File: src/rtl/uart_rx_fifo.sv
// Byte FIFO behind the UART receiver. Reads have a registered one-cycle latency (o_Rd_DV pulse).
// There is no backpressure: a write to a full FIFO is dropped and latches o_Overflow, unless a read frees a slot in the same cycle.
module uart_rx_fifo #(
   parameter int DEPTH        = 16,
   parameter int ADDR_W       = 4,
   parameter int AFULL_THRESH = 12
) (
   input  logic              clk,
   input  logic              i_Rst,
   input  logic              i_DV,
   input  logic [7:0]        i_Byte,
   input  logic              i_Rd_En,
   input  logic              i_Ovf_Clr,
   output logic [7:0]        o_Byte,
   output logic              o_Rd_DV,
   output logic [ADDR_W:0]   o_Count,
   output logic              o_Empty,
   output logic              o_Full,
   output logic              o_AFull,
   output logic              o_Overflow
);
   localparam logic [ADDR_W:0]   CNT_FULL  = (ADDR_W+1)'(DEPTH);
   localparam logic [ADDR_W:0]   CNT_AFULL = (ADDR_W+1)'(AFULL_THRESH);
   localparam logic [ADDR_W:0]   CNT_ONE   = (ADDR_W+1)'(1);
   localparam logic [ADDR_W-1:0] PTR_ONE   = ADDR_W'(1);

   logic [7:0]        mem_q [DEPTH];
   logic [ADDR_W-1:0] wr_ptr_q, wr_ptr_d;
   logic [ADDR_W-1:0] rd_ptr_q, rd_ptr_d;
   logic [ADDR_W:0]   count_q, count_d;
   logic [7:0]        byte_q, byte_d;
   logic              rd_dv_q, rd_dv_d;
   logic              ovf_q, ovf_d;
   logic              rd_acc, wr_acc;

   assign o_Empty    = (count_q == '0);
   assign o_Full     = (count_q == CNT_FULL);
   assign o_AFull    = (count_q >= CNT_AFULL);
   assign o_Count    = count_q;
   assign o_Byte     = byte_q;
   assign o_Rd_DV    = rd_dv_q;
   assign o_Overflow = ovf_q;

   // A read in the same cycle frees a slot, so a full FIFO can still accept a write.
   assign rd_acc = i_Rd_En && !o_Empty;
   assign wr_acc = i_DV && (!o_Full || rd_acc);

   always_comb begin
      wr_ptr_d = wr_ptr_q;
      rd_ptr_d = rd_ptr_q;
      count_d  = count_q;
      byte_d   = byte_q;
      ovf_d    = ovf_q;
      rd_dv_d  = rd_acc;
      if (rd_acc) begin
         rd_ptr_d = rd_ptr_q + PTR_ONE;
         byte_d   = mem_q[rd_ptr_q];
      end
      if (wr_acc) begin
         wr_ptr_d = wr_ptr_q + PTR_ONE;
      end
      case ({wr_acc, rd_acc})
         2'b10:   count_d = count_q + CNT_ONE;
         2'b01:   count_d = count_q - CNT_ONE;
         default: count_d = count_q;
      endcase
      if (i_DV && !wr_acc) begin
         ovf_d = 1'b1;
      end else if (i_Ovf_Clr) begin
         ovf_d = 1'b0;
      end
   end

   always_ff @(posedge clk) begin
      if (i_Rst) begin
         wr_ptr_q <= '0;
         rd_ptr_q <= '0;
         count_q  <= '0;
         byte_q   <= '0;
         rd_dv_q  <= 1'b0;
         ovf_q    <= 1'b0;
      end else begin
         wr_ptr_q <= wr_ptr_d;
         rd_ptr_q <= rd_ptr_d;
         count_q  <= count_d;
         byte_q   <= byte_d;
         rd_dv_q  <= rd_dv_d;
         ovf_q    <= ovf_d;
      end
   end

   // Storage is not reset; the non-blocking write means a same-address read sees the old entry.
   always_ff @(posedge clk) begin
      if (wr_acc && !i_Rst) begin
         mem_q[wr_ptr_q] <= i_Byte;
      end
   end
endmodule

File: config.mk
export PLATFORM = sky130hd
export DESIGN_NAME = uart_rx_fifo
export DESIGN_NICKNAME = d
export VERILOG_FILES = /design/src/rtl/uart_rx_fifo.sv
export SDC_FILE = /design/constraint.sdc
export NUM_CORES = 1
export LEC_CHECK = 0
export BUFFER_PORTS_ARGS = -buffer_cell sky130_fd_sc_hd__buf_2
export CORE_ASPECT_RATIO = 2
export CORE_MARGIN = 2
export CORE_UTILIZATION = 43
export DETAILED_ROUTE_END_ITERATION = 7
export HOLD_SLACK_MARGIN = 0.05
export SLEW_MARGIN = 20
export SYNTH_ARGS = -nofsm -noshare
export SYNTH_HDL_FRONTEND = slang
export SYNTH_SLANG_ARGS = --single-unit
export TNS_END_PERCENT = 5
File: constraint.sdc
create_clock -name clk -period 3.1 [get_ports clk]
set_clock_uncertainty 0.05 [all_clocks]
set_input_delay 0.775 -clock clk [delete_from_list [all_inputs] [get_ports clk]]
set_output_delay 0.775 -clock clk [all_outputs]
set_load 0.005 [all_outputs]
# Word level (Yosys, flattened, before mapping)
# Memory sizes are Yosys's and may differ from the RTL's. A register that Yosys moved wholly into a read port is not among the register bits.
# Index checks and enable logic that the tools add are counted.
# word_totals
output_inout_bits,18
ram_bits,128
inputBits,13
rom_bits,0
word_cells,31
latch_bits,0
n_memories,1
register_bits,15
# classes
eq_ne,3
div,0
add_sub_neg,4
mul,0
bitwise,0
n_shift,0
n_lt_le_gt_ge,1
muxes,5
n_reduce_logical,12
# memory_table
name,depth,width,rd,rd_ports_with_merged_regs,wr,line,source
mem_q,16,8,1,1,1,27,logic [7:0] mem_q [DEPTH];
# op_table
cell,count
one-hot mux 5 bit (2 select lines),1
"adder 4 x 1 -> 4 bit, second input constant",2
"adder 5 x 1 -> 5 bit, second input constant",1
"equality test 5 bit, second input constant",1
">= comparator 5 x 4 -> 1 bit, second input constant",1
zero test 5 bit,1
"subtractor 5 x 1 -> 5 bit, second input constant",1
logical AND 1 bit,4
zero test 1 bit,4
2-to-1 mux 1 bit,4
nonzero test 2 bit,2
"equality test 2 x 1 -> 1 bit, second input constant",1
"equality test 2 bit, second input constant",1
logical OR 1 bit,1

# Depth between registers and ports, before layout
# logic_depth
ltp_word,8
ltp_mapped,11
mapped_depth_nobuf,9

# Worst setup path after synthesis
# Ideal clock, no wire load.
# synth_timing
kind,input to register
startpoint,input port i_Rd_En
endpoint,"register count_q[4], in the netlist o_Count[4]"
t_arrival_ps,2882
stages,10
required_time_ps,2955
setup_time_ps,95
slack_ps,73
path_buffers,2
path_cell_list,buf_2 -> o21ai_2 -> buf_4 -> nor2_1 -> inv_1 -> fa_1 -> nand2b_1 -> a21oi_1 -> mux2_2 -> a221oi_1
# synth_between
elab_chain_cells,5
elab_cells_between_ends,7
cone_classes,eq/ne (2); mux (1); reduce/logical (4)
# synth_lines
element,line,source
from (decl),12,"input logic i_Rd_En,"
logical AND 1 bit (*),45,assign rd_acc = i_Rd_En && !o_Empty;
logical OR 1 bit,46,assign wr_acc = i_DV && (!o_Full || rd_acc);
logical AND 1 bit,46,
equality test 2 x 1 -> 1 bit or equality test 2 bit (tied branches),62,"case ({wr_acc, rd_acc})"
one-hot mux 5 bit (2 select lines) or nonzero test 2 bit (tied branches),n/a,
to (signal assigned),85,count_q <= count_d;
to (decl),30,"logic [ADDR_W:0] count_q, count_d;"
# Mark *: on every way between the ends. The rest lies on a longest branch, timed or not.
# A chain may end at the register's enable or synchronous reset.

# Worst setup path after layout
# layout_timing
startpoint,"register count_q[1], in the netlist o_Count[1]"
endpoint,output port o_Full
# layout_between
elab_chain_cells,1
# layout_lines
element,line,source
equality test 5 bit,37,assign o_Full = (count_q == CNT_FULL);
to (decl),18,"output logic o_Full,"
# Every way passes these cells.

==> impl_metrics.ini <==
[status]
status = complete, no violations

[clock_tree]
cts-root-buf = clkbuf_16
post_cts_buffers = 0
cts_repair_resize_count = 0
cts-htree-levels = 4
cts.hold.buffers_added = 0
clk-insertion-delay-late_ps = 420
cts.reportedPaths.clkPinSlew_ps = 60
cts_inserted_buffers = 17
tritoncts = built
cts.sinks = 151
max-clock-path-buffers = 2

[power_and_ir_drop]
power.ir.vdd_worst_v = 0.000571
power.density_mw_per_mm2 = 757
finalPower_mw = 5.53
p_leak_nw = 2.48

[route]
routed_wl_um = 13100
mean_routed_wirelength_per_cell_um = 20.2
avgViaCountPerCell = 5.37
num_vias = 3474
post-route-drc-count = 0
drt-pass1-iter-count = 4
final_antenna_net_count = 0
detailed_router_s_first_iteration_violation_count = 297

[floorplanning]
initial_standard_cell_utilization_of_the_core_pct = 44.1
io-pin-count = 31
number_of_placement_rows = 61
fp.dieArea_mm2 = 0.0154
die_height_um = 173
placeableCoreArea_mm2 = 0.0140
floorplan.die.width_um = 88.7

[yosys]
syn_nets = 402
postSynth.topFlopCell = edfxtp_1
synth.yosys.seq_area_share_pct = 69.8
synth.distinct_cells = 50
synth_area_mm2 = 0.00617
avgSynthCellArea_um2 = 16.2
netlist_instances = 380
cell_type_with_the_highest_aggregate_area_in_the_netlist = edfxtp_1
synthTopCellsByArea = edfxtp_1 (62%), dfxtp_1 (7.5%), mux4_2 (5.8%)
synth-seq-cells = 151
yosys-top-cells-count = edfxtp_1 (128), nor2_1 (41), mux2i_1 (35)
synth_edf_count = 128
yosys.area.top_type_share_pct = 62.3
synth-async-reset-ratio_pct = 0
synthesis.yosys.warnings = 0
synth_most_common_cell = edfxtp_1

[critical_path]
worst_ep_required_time_ps = 2270
path_depth = 4
slowest_delay_ps = 560
worst-path-buf-inv = 2
reg2reg_setup_slack_ps = 590
crit_start = o_Count[1]$_SDFFE_PP0P_
path_cells = or4_1 > buf_4 > nor2_1 > buf_2
crit_path_max_fanout = 8
endpoint_kind = output pin
r2r-start = o_Count[2]$_SDFFE_PP0P_
crit_path_start_kind = flip-flop
cp_data_arrival_time_ps = 1820
slowest_stage = or4_1
setup.worst_path.end = o_Full
worst-r2r-cell-count = 9
critical-path-top-delay-family = simple AND/OR/NAND/NOR gates
timing_worst_setup_path_type = reg -> out
worstReg2RegEnd = o_Count[4]$_SDFFE_PP0P_

[global_route]
grt_overflow = 0
first_pass_grt_wire_length_um = 20000
grt_antenna_before_repair = 0
grt_pass1_vias = 3561
largest_net_degree_at_the_start_of_global_routing = 28
grt_usage_pct = 18.5

[placed_design]
place_inst = 615
dp_slack_ps = 326
routabilityCongestion = 0.798
buffer_ports.inserted = 30
hpwl_um = 9240

[cells_and_area]
area_growth_syn_to_layout_pct = 18.5
final-instance-count-excl-fill = 647
fillerInstances = 1141
nets = 467
final_layout_size_suffix_gt1_share_pct = 27.5
n_antenna_cell = 0

[min_path]
hp-class = reg -> reg

[timing]
timing.slew.headroom_pct = 53.4
final-hold-violation-count = 0
achievable-frequency_mhz = 378
layout_min_cycle_time_ps = 2640
final.period_utilization_pct = 85.3
setup_viol = 0
rsz_0062_raised_after_global_routing = no
postLayoutSetupSlackWorst_ps = 456
finalSetupTns_ps = 0
worst-slew-pin-transition_ps = 698
finalMaxSlewViolations = 0

[job]
maxCapViolations = 0
==> registers in the layout (all words and copies together) (netlist names) <==
| signal | cells |
|---|---|
| o_Overflow | 1 |
| rd_ptr_q | 4 |
| wr_ptr_q | 4 |
| o_Count | 5 |
| o_Byte | 8 |
| o_Rd_DV | 1 |
| mem_q | 128 |
==> worst min-delay path: cells and delay by family (launching register included) <==
| kind | cells | cell delay [ps] |
|---|---|---|
| DFF | 1 | 310 |
| and+or+nand+nor | 1 | 70 |
| AOI/OAI and AO/OA | 1 | 50 |
==> stage by stage <==
stage	util, %	hold WS [ps]	cell area (µm²)
after floorplan	-	411	6170
after global placement	48.1	408	6720
after detailed placement	48.1	416	6720
after CTS	52.3	426	7310
after global routing	52.3	458	7310
final	52.3	425	7310
==> metal layers <==
metal  up-vias  share of wire [%]  GRT usage, %
met1      1753                 35          18.9
met2        93                 58          33.5
met3        20                3.4          4.43
li1       1608                  -             -
met5         -                  0             0
met4         0                3.2          8.96
==> worst min-delay path by stage <==
stage,from,cells past startpoint,end,slack [ps]
6_report,o_Overflow$_SDFFE_PP0P_,2,o_Overflow$_SDFFE_PP0P_,430
2_1_floorplan,o_Overflow$_SDFFE_PP0P_,2,o_Overflow$_SDFFE_PP0P_,410
4_1_cts,o_Overflow$_SDFFE_PP0P_,2,o_Overflow$_SDFFE_PP0P_,430
3_3_place_gp,o_Overflow$_SDFFE_PP0P_,2,o_Overflow$_SDFFE_PP0P_,410
3_5_place_dp,o_Overflow$_SDFFE_PP0P_,2,o_Overflow$_SDFFE_PP0P_,420
5_1_grt,o_Overflow$_SDFFE_PP0P_,2,o_Overflow$_SDFFE_PP0P_,460
==> layout by cell type, fill, tap and decap left out, types with 2 or more instances in the layout <==
master,Yosys,layout
a21oi_1,4,4
a22o_1,7,7
a31oi_1,2,2
and3_1,2,2
buf_2,9,30
buf_4,1,35
clkbuf_16,0,18
clkinv_4,0,3
dfxtp_1,23,22
edfxtp_1,128,128
ha_1,8,8
inv_1,6,6
inv_4,0,2
inv_6,0,6
mux2_4,3,3
mux2i_1,35,35
mux4_2,16,16
nand2_1,9,9
nand2b_1,6,6
nand3_1,2,2
nand3b_1,3,3
nor2_1,41,41
nor2b_1,3,3
nor3_1,8,8
nor4_1,8,8
o22ai_1,16,16
or3_1,3,3
xnor2_1,2,2
xor2_1,4,4
==> logic make-up (layout without fill, tap and decap cells) <==
kind of cell,after synthesis,after routing,synth area share [%]
compound gates,42,42,5.46
xor+xnor,6,6,0.852
fa+ha+maj,9,9,1.95
buf+inv,26,104,1.95
flops,151,151,69.8
mux,56,56,12.8
simple gates,90,90,7.18
==> power breakdown <==
part,internal [mW],switching (mW)
combinational,0.498,0.639
sequential,2.31,0.0708
clock,1.17,0.845
total,3.98,1.56
==> layout make-up <==
| class | instances | area [µm²] | share of cell area, % |
|---|---|---|---|
| Clock buffer | 18 | 450 | 6.16 |
| Clock inverter | 14 | 134 | 1.83 |
| Inverter | 7 | 26.3 | 0.360 |
| Multi-Input combinational cell | 203 | 1740 | 23.8 |
| Sequential cell | 151 | 4310 | 58.9 |
| Tap cell | 189 | 236 | 3.24 |
| Timing Repair Buffer | 65 | 413 | 5.65 |
No activity file was read; power rests on OpenSTA's default activity.
